### src/rtl/parameter_def.sv
// Shared constants and state type for the 16-QAM receive path.
// Consumed by qam_deframer and its byte FIFO.
package parameter_def;

  localparam logic [15:0] QAM_SYNC_WORD   = 16'hEB90;
  localparam int          QAM_FRAME_BYTES = 64;

  typedef enum logic [1:0] {
    HUNT,
    PAYLOAD,
    SYNC_CHK
  } deframer_state_e;

endpackage

### src/rtl/qam_byte_fifo.sv
// Show-ahead byte FIFO with a registered output stage.
// Total capacity (memory plus output register) is DEPTH entries.
module qam_byte_fifo #(
  parameter int DEPTH = 16,
  parameter int W     = 9
) (
  input  logic         clk,
  input  logic         rst,
  input  logic         push,
  input  logic [W-1:0] wdata,
  input  logic         pop,
  output logic [W-1:0] rdata,
  output logic         full,
  output logic         empty
);

  localparam int AW = $clog2(DEPTH);

  logic [W-1:0]  mem [DEPTH];
  logic [AW-1:0] wr_ptr;
  logic [AW-1:0] rd_ptr;
  logic [AW:0]   cnt;
  logic          ovalid;
  logic [W-1:0]  odata;

  logic          do_pop;
  logic          do_push;
  logic          load;
  logic [AW:0]   total;

  always_comb begin
    do_pop  = pop && ovalid;
    total   = cnt + {{AW{1'b0}}, ovalid};
    full    = (total == (AW+1)'(DEPTH));
    do_push = push && (!full || do_pop);
    load    = (cnt != '0) && (!ovalid || do_pop);
  end

  always_ff @(posedge clk) begin
    if (do_push) mem[wr_ptr] <= wdata;
  end

  always_ff @(posedge clk or posedge rst) begin
    if (rst) begin
      wr_ptr <= '0;
      rd_ptr <= '0;
      cnt    <= '0;
      ovalid <= 1'b0;
      odata  <= '0;
    end else begin
      if (do_push) wr_ptr <= wr_ptr + 1'b1;
      if (load) begin
        odata  <= mem[rd_ptr];
        rd_ptr <= rd_ptr + 1'b1;
      end
      ovalid <= load || (ovalid && !do_pop);
      cnt    <= cnt + (AW+1)'(do_push) - (AW+1)'(load);
    end
  end

  assign rdata = odata;
  assign empty = !ovalid;

endmodule

### src/rtl/qam_deframer.sv
// Sync search, frame lock and nibble-to-byte packing for the 16-QAM demod.
// Optional counters via `define QAM_DEFRAMER_STATS_EN.
module qam_deframer
  import parameter_def::*;
#(
  parameter logic [15:0] SYNC_WORD   = QAM_SYNC_WORD,
  parameter int          FRAME_BYTES = QAM_FRAME_BYTES,
  parameter int          MISS_MAX    = 3,
  parameter int          FIFO_DEPTH  = 16
) (
  input  logic        axi_clk,
  input  logic        axi_rst,
  input  logic        din_valid,
  input  logic [3:0]  din,
  output logic [7:0]  m_axis_tdata,
  output logic        m_axis_tvalid,
  input  logic        m_axis_tready,
  output logic        m_axis_tlast,
  output logic        locked,
  output logic        ovf
`ifdef QAM_DEFRAMER_STATS_EN
  ,
  output logic [15:0] frame_cnt,
  output logic [15:0] sync_loss_cnt,
  output logic [15:0] drop_cnt
`endif
);

  localparam logic [7:0] LAST_IDX = 8'(FRAME_BYTES - 1);
  localparam logic [2:0] MISS_LIM = 3'(MISS_MAX);

  deframer_state_e state_q, state_d;
  logic [15:0] sh_q;
  logic [3:0]  hi_q, hi_d;
  logic [7:0]  byte_cnt_q, byte_cnt_d;
  logic        nib_phase_q, nib_phase_d;
  logic [1:0]  nib_cnt_q, nib_cnt_d;
  logic [2:0]  miss_q, miss_d;
  logic        push, push_last, sync_loss;
  logic        sync_hit;
  logic        fifo_full, fifo_empty, pop, drop;
  logic [8:0]  fifo_rdata;
  logic        ovf_q;

  assign sync_hit = ({sh_q[11:0], din} == SYNC_WORD);

  always_comb begin
    state_d     = state_q;
    hi_d        = hi_q;
    byte_cnt_d  = byte_cnt_q;
    nib_phase_d = nib_phase_q;
    nib_cnt_d   = nib_cnt_q;
    miss_d      = miss_q;
    push        = 1'b0;
    push_last   = 1'b0;
    sync_loss   = 1'b0;
    if (din_valid) begin
      unique case (state_q)
        HUNT: begin
          if (sync_hit) begin
            state_d     = PAYLOAD;
            byte_cnt_d  = '0;
            nib_phase_d = 1'b0;
            miss_d      = '0;
          end
        end
        PAYLOAD: begin
          if (!nib_phase_q) begin
            hi_d        = din;
            nib_phase_d = 1'b1;
          end else begin
            nib_phase_d = 1'b0;
            push        = 1'b1;
            push_last   = (byte_cnt_q == LAST_IDX);
            if (push_last) begin
              state_d    = SYNC_CHK;
              nib_cnt_d  = '0;
              byte_cnt_d = '0;
            end else begin
              byte_cnt_d = byte_cnt_q + 8'd1;
            end
          end
        end
        SYNC_CHK: begin
          nib_cnt_d = nib_cnt_q + 2'd1;
          if (nib_cnt_q == 2'd3) begin
            unique case (1'b1)
              sync_hit: begin
                miss_d  = '0;
                state_d = PAYLOAD;
              end
              ((miss_q + 3'd1) == MISS_LIM): begin
                miss_d    = '0;
                state_d   = HUNT;
                sync_loss = 1'b1;
              end
              default: begin
                // flywheel: keep framing through an isolated bad sync
                miss_d  = miss_q + 3'd1;
                state_d = PAYLOAD;
              end
            endcase
          end
        end
        default: state_d = HUNT;
      endcase
    end
  end

  always_ff @(posedge axi_clk or posedge axi_rst) begin
    if (axi_rst) begin
      state_q     <= HUNT;
      sh_q        <= '0;
      hi_q        <= '0;
      byte_cnt_q  <= '0;
      nib_phase_q <= 1'b0;
      nib_cnt_q   <= '0;
      miss_q      <= '0;
      ovf_q       <= 1'b0;
    end else begin
      state_q     <= state_d;
      hi_q        <= hi_d;
      byte_cnt_q  <= byte_cnt_d;
      nib_phase_q <= nib_phase_d;
      nib_cnt_q   <= nib_cnt_d;
      miss_q      <= miss_d;
      ovf_q       <= drop;
      if (din_valid) sh_q <= {sh_q[11:0], din};
    end
  end

  assign pop  = m_axis_tvalid && m_axis_tready;
  assign drop = push && fifo_full && !pop;

  qam_byte_fifo #(
    .DEPTH (FIFO_DEPTH),
    .W     (9)
  ) u_fifo (
    .clk   (axi_clk),
    .rst   (axi_rst),
    .push  (push),
    .wdata ({push_last, hi_q, din}),
    .pop   (pop),
    .rdata (fifo_rdata),
    .full  (fifo_full),
    .empty (fifo_empty)
  );

  assign m_axis_tvalid = !fifo_empty;
  assign m_axis_tdata  = fifo_rdata[7:0];
  assign m_axis_tlast  = fifo_rdata[8];
  assign locked        = (state_q != HUNT);
  assign ovf           = ovf_q;

`ifdef QAM_DEFRAMER_STATS_EN
  always_ff @(posedge axi_clk or posedge axi_rst) begin
    if (axi_rst) begin
      frame_cnt     <= '0;
      sync_loss_cnt <= '0;
      drop_cnt      <= '0;
    end else begin
      if (push && push_last && !drop && frame_cnt != 16'hFFFF)
        frame_cnt <= frame_cnt + 16'd1;
      if (sync_loss && sync_loss_cnt != 16'hFFFF)
        sync_loss_cnt <= sync_loss_cnt + 16'd1;
      if (ovf_q && drop_cnt != 16'hFFFF)
        drop_cnt <= drop_cnt + 16'd1;
    end
  end
`endif

endmodule

### config.mk
export PLATFORM = sky130hd
export DESIGN_NAME = qam_deframer
export DESIGN_NICKNAME = d
export VERILOG_FILES = /design/src/rtl/parameter_def.sv /design/src/rtl/qam_byte_fifo.sv /design/src/rtl/qam_deframer.sv
export SDC_FILE = /design/constraint.sdc
export NUM_CORES = 1
export LEC_CHECK = 0
export ABC_AREA = 0
export BUFFER_PORTS_ARGS = -buffer_cell sky130_fd_sc_hd__buf_2
export CORE_ASPECT_RATIO = 0.6
export CORE_UTILIZATION = 56
export DETAILED_ROUTE_END_ITERATION = 12
export PLACE_DENSITY = 0.87
export REMOVE_ABC_BUFFERS = 1
export SLEW_MARGIN = 20
export SYNTH_ARGS = -nofsm -noshare
export SYNTH_HDL_FRONTEND = slang
export SYNTH_SLANG_ARGS = --single-unit
### constraint.sdc
create_clock -name axi_clk -period 2.9 [get_ports axi_clk]
set_clock_uncertainty 0.2 [all_clocks]
set_input_delay 0.58 -clock axi_clk [delete_from_list [all_inputs] [get_ports axi_clk]]
set_output_delay 0.58 -clock axi_clk [all_outputs]
set_load 0.005 [all_outputs]
==> flow_summary.rst <==
.. list-table::
   :header-rows: 1

   * - Metric
     - Value
   * - Rows
     - 34
   * - Number of flops mapped to enable cells by yosys
     - 144
   * - Nature of the critical path startpoint
     - register
   * - Maximum fanout along the worst path
     - 2
   * - Number of violations of the max-capacitance limit
     - 0
   * - Floorplan die height
     - 97.1 µm
   * - Iter 0 DRT Violations
     - 557
   * - Pre-CTS setup slack
     - -77.3 ps
   * - ANT nets after route
     - 0
   * - DRC violations left
     - 0
   * - Post-Layout Inst Area
     - 0.00949 mm²
   * - Post-Syn Area
     - 0.00844 mm²
   * - Final-layout fill cell count
     - 957
   * - Yosys warns
     - 0
   * - Start point of the critical path
     - u_fifo.ovalid
   * - Worst setup path endpoint
     - u_fifo.cnt[4]
   * - Final hold violations
     - 0
   * - Aggregate global-route resource usage
     - 0.238
   * - Initial antenna violation count
     - 0
   * - Final Max Slew Viols
     - 0
   * - Required arrival time at the worst endpoint
     - 3060 ps
   * - Routability cong.
     - 0.765
   * - CTS root buf
     - clkbuf_16
   * - Total number of H-tree levels
     - 4
   * - Number of search-and-repair iterations in the first detailed-routing pass
     - 5
   * - Number of distinct library cell variants in the gate-level netlist after synthesis
     - 61
   * - Post-DP Area
     - 0.00883 mm²
   * - Via count
     - 4,569
   * - Via-to-Cell Ratio
     - 6.23
   * - Unrepaired setup endpoints after global routing
     - true
   * - Worst Path Class, Setup
     - register to register
   * - Post-route setup TNS
     - 0 ps
   * - Worst path arrival time
     - 3010 ps
   * - Seq cells post-synth
     - 200
   * - Class of the tightest hold or removal check
     - primary input to asynchronous set/reset pin
   * - Pin count of the biggest net entering global routing
     - 39
   * - Worst flop-to-flop path endpoint
     - u_fifo.cnt[4]
   * - IO Port Bufs
     - 19
   * - Detailed-placement wirelength estimate
     - 10.8 mm
   * - Die footprint
     - 0.0156 mm²
   * - Initial cell density of the core
     - 0.578
   * - Clock transition at the registers of the reported paths
     - 70 ps
   * - Die width
     - 160 µm
   * - Number of sinks on the clock net
     - 200
   * - Via count of the first global-routing pass
     - 4,766
   * - Sequential area share after synthesis
     - 0.679
   * - Fmax
     - 351 MHz
   * - Result of the run
     - finished clean
   * - Crit path capture type
     - register
   * - Core ar.
     - 0.0146 mm²
   * - Post-synthesis to final-layout area growth
     - 12.5%
   * - Commonest non-fill, non-tap cell in the layout
     - edfxtp_1
   * - Reg2Reg Depth
     - 11
   * - Overflow left after global routing
     - 0
   * - Routed length per placed instance
     - 23.2 µm
   * - Hold buffers post-CTS
     - 0
   * - Number of setup violations in the final report
     - 0
   * - Number of nets in the layout
     - 550
   * - Fraction of the cycle the final worst path needs
     - 0.984
   * - Number of buffers inserted during clock tree synthesis
     - 17
   * - Share of cells above drive strength 1
     - 0.288
   * - WL final
     - 17.0 mm
   * - Setup ws final
     - 47.2 ps
   * - Worst flop-to-flop path startpoint
     - u_fifo.ovalid
   * - Leakage power summed over all cells
     - 3.54 nW
   * - Leading cell types in the layout, fill and taps excluded
     - 144 x edfxtp_1, 55 x dfrtp_1, 36 x mux4_2
   * - Count of mapped cells out of synthesis
     - 484
   * - Async S/R FF share, synth
     - 0.280
   * - Dominant register cell in the synthesized netlist
     - edfxtp_1
   * - Wire length of the first global-routing pass
     - 26.8 mm
   * - CTS tree
     - built
   * - Largest vdd supply drop
     - 0.000889 V
   * - Final min period
     - 2850 ps
   * - Normalized max-slew margin
     - 0.474
   * - Worst R2R Setup Slack
     - 50 ps
   * - Total Power Consumption
     - 7.86 mW
   * - Worst skew pair latency
     - 430 ps
   * - Ratio of total power to cell area
     - 828 mW/mm²
   * - I/O pin total
     - 20
   * - Transition time of the tightest slew-check pin
     - 788 ps
   * - Diodes inserted
     - 0
   * - Bufs on Longest Clock Path
     - 2
   * - Synthesized area per cell
     - 17.4 µm²
[how the worst min path moves through the flow]
stage	endpoint	slack [ps]	cells past startpoint
final	nib_cnt_q[1]	90	2
after global routing	nib_cnt_q[1]	140	2
after CTS	nib_cnt_q[1]	110	2
after detailed placement	u_fifo.rdata[3]	270	1
after global placement	u_fifo.rdata[5]	250	1
after floorplan	byte_cnt_q[7]	270	1
[worst max-delay path, stage by stage, from the launching register on]
cell and delay (ps):
dfrtp_1 390, ha_2 200, ha_1 270, a211o_1 270, a211oi_4 320, a21oi_4 110, ha_4 190, fa_2 370
a21oi_2 160, nor2_1 60, nor2_1 130, xnor2_1 120
[sequential cells by signal (all words and copies together), names as in the netlist, 4 cells and up]
register and count:
u_fifo.rdata 9, byte_cnt_q 8, u_fifo.wr_ptr 4, sh_q 12, u_fifo.cnt 5, hi_q 4
u_fifo.mem 144, u_fifo.rd_ptr 4
[per-layer routing]
metal | routed length [µm] | part of all wire | global-route usage
met5 | 0 | 0 | 0
met4 | 204 | 0.012 | 0.0681
met3 | 1340 | 0.079 | 0.0619
met2 | 8020 | 0.47 | 0.355
met1 | 7420 | 0.44 | 0.348
[stage by stage]
| stage | util | hold slack, ps | std cells |
|---|---|---|---|
| 6_report | 0.650 | 89.7 | 733 |
| 3_3_place_gp | 0.605 | 254 | 698 |
| 3_5_place_dp | 0.605 | 266 | 698 |
| 2_1_floorplan | - | 266 | 462 |
| 5_1_grt | 0.650 | 137 | 733 |
| 4_1_cts | 0.647 | 111 | 731 |
[timing repair]
action / in CTS / in global routing
endpoints found under the setup margin: 1 / 14
pin swaps: 1 / 7
cloned: 0 / 0
gates resized for setup: 2 / 15
buffers inserted: 1 / 2
[synthesized netlist by cell type (all sizes together), types with 2 or more instances]
| cell | instances | area, µm² |
|---|---|---|
| a211oi | 13 | 110 |
| o21ai | 10 | 50.1 |
| and4b | 10 | 100 |
| and3 | 2 | 12.5 |
| a21o | 13 | 97.6 |
| and4 | 4 | 35.0 |
| xnor2 | 8 | 88.8 |
| buf | 17 | 105 |
| nor3 | 3 | 25.0 |
| mux2i | 11 | 110 |
| ha | 19 | 238 |
| nand2b | 2 | 12.5 |
| nor2 | 6 | 22.5 |
| and4bb | 3 | 37.5 |
| edfxtp | 144 | 4320 |
| nor4b | 2 | 23.8 |
| mux4 | 36 | 811 |
| inv | 28 | 105 |
| o211ai | 2 | 15.0 |
| nand3 | 8 | 52.6 |
| dfrtp | 56 | 1400 |
| clkbuf | 5 | 18.8 |
| mux2 | 17 | 195 |
| o22ai | 11 | 68.8 |
| nand4 | 3 | 18.8 |
| xor2 | 5 | 43.8 |
| or2 | 3 | 18.8 |
| a21oi | 6 | 45.1 |
| a31oi | 8 | 50.1 |
| nand2 | 11 | 41.3 |
| a211o | 2 | 17.5 |
[report_power, final]
part           switching (mW)  internal (mW)  leakage, nW
Clock                    1.07           1.37        0.281
Sequential              0.151           3.23         1.99
Combinational            1.03           1.01         1.27
[logic make-up (layout without fill, tap and decap cells)]
family,Yosys count,after routing,synth area share
flip-flops,200,200,0.679
AO/OA/AOI/OAI,74,74,0.0630
multiplexers,64,64,0.132
AND/OR/NAND/NOR,63,63,0.0528
buffers and inverters,50,101,0.0271
adder cells (fa/ha/maj),20,20,0.0305
XOR/XNOR,13,13,0.0157
[cell type report]
type                       instances  area [µm²]  area share
tap                              198         248      0.0261
inverter                          28         105      0.0111
multi-input combinational        234        2520       0.266
sequential                       200        5730       0.604
timing repair buffer              41         285      0.0301
clock inverter                    13         169      0.0178
clock buffer                      19         433      0.0456
(Power assumes the default switching activity.)
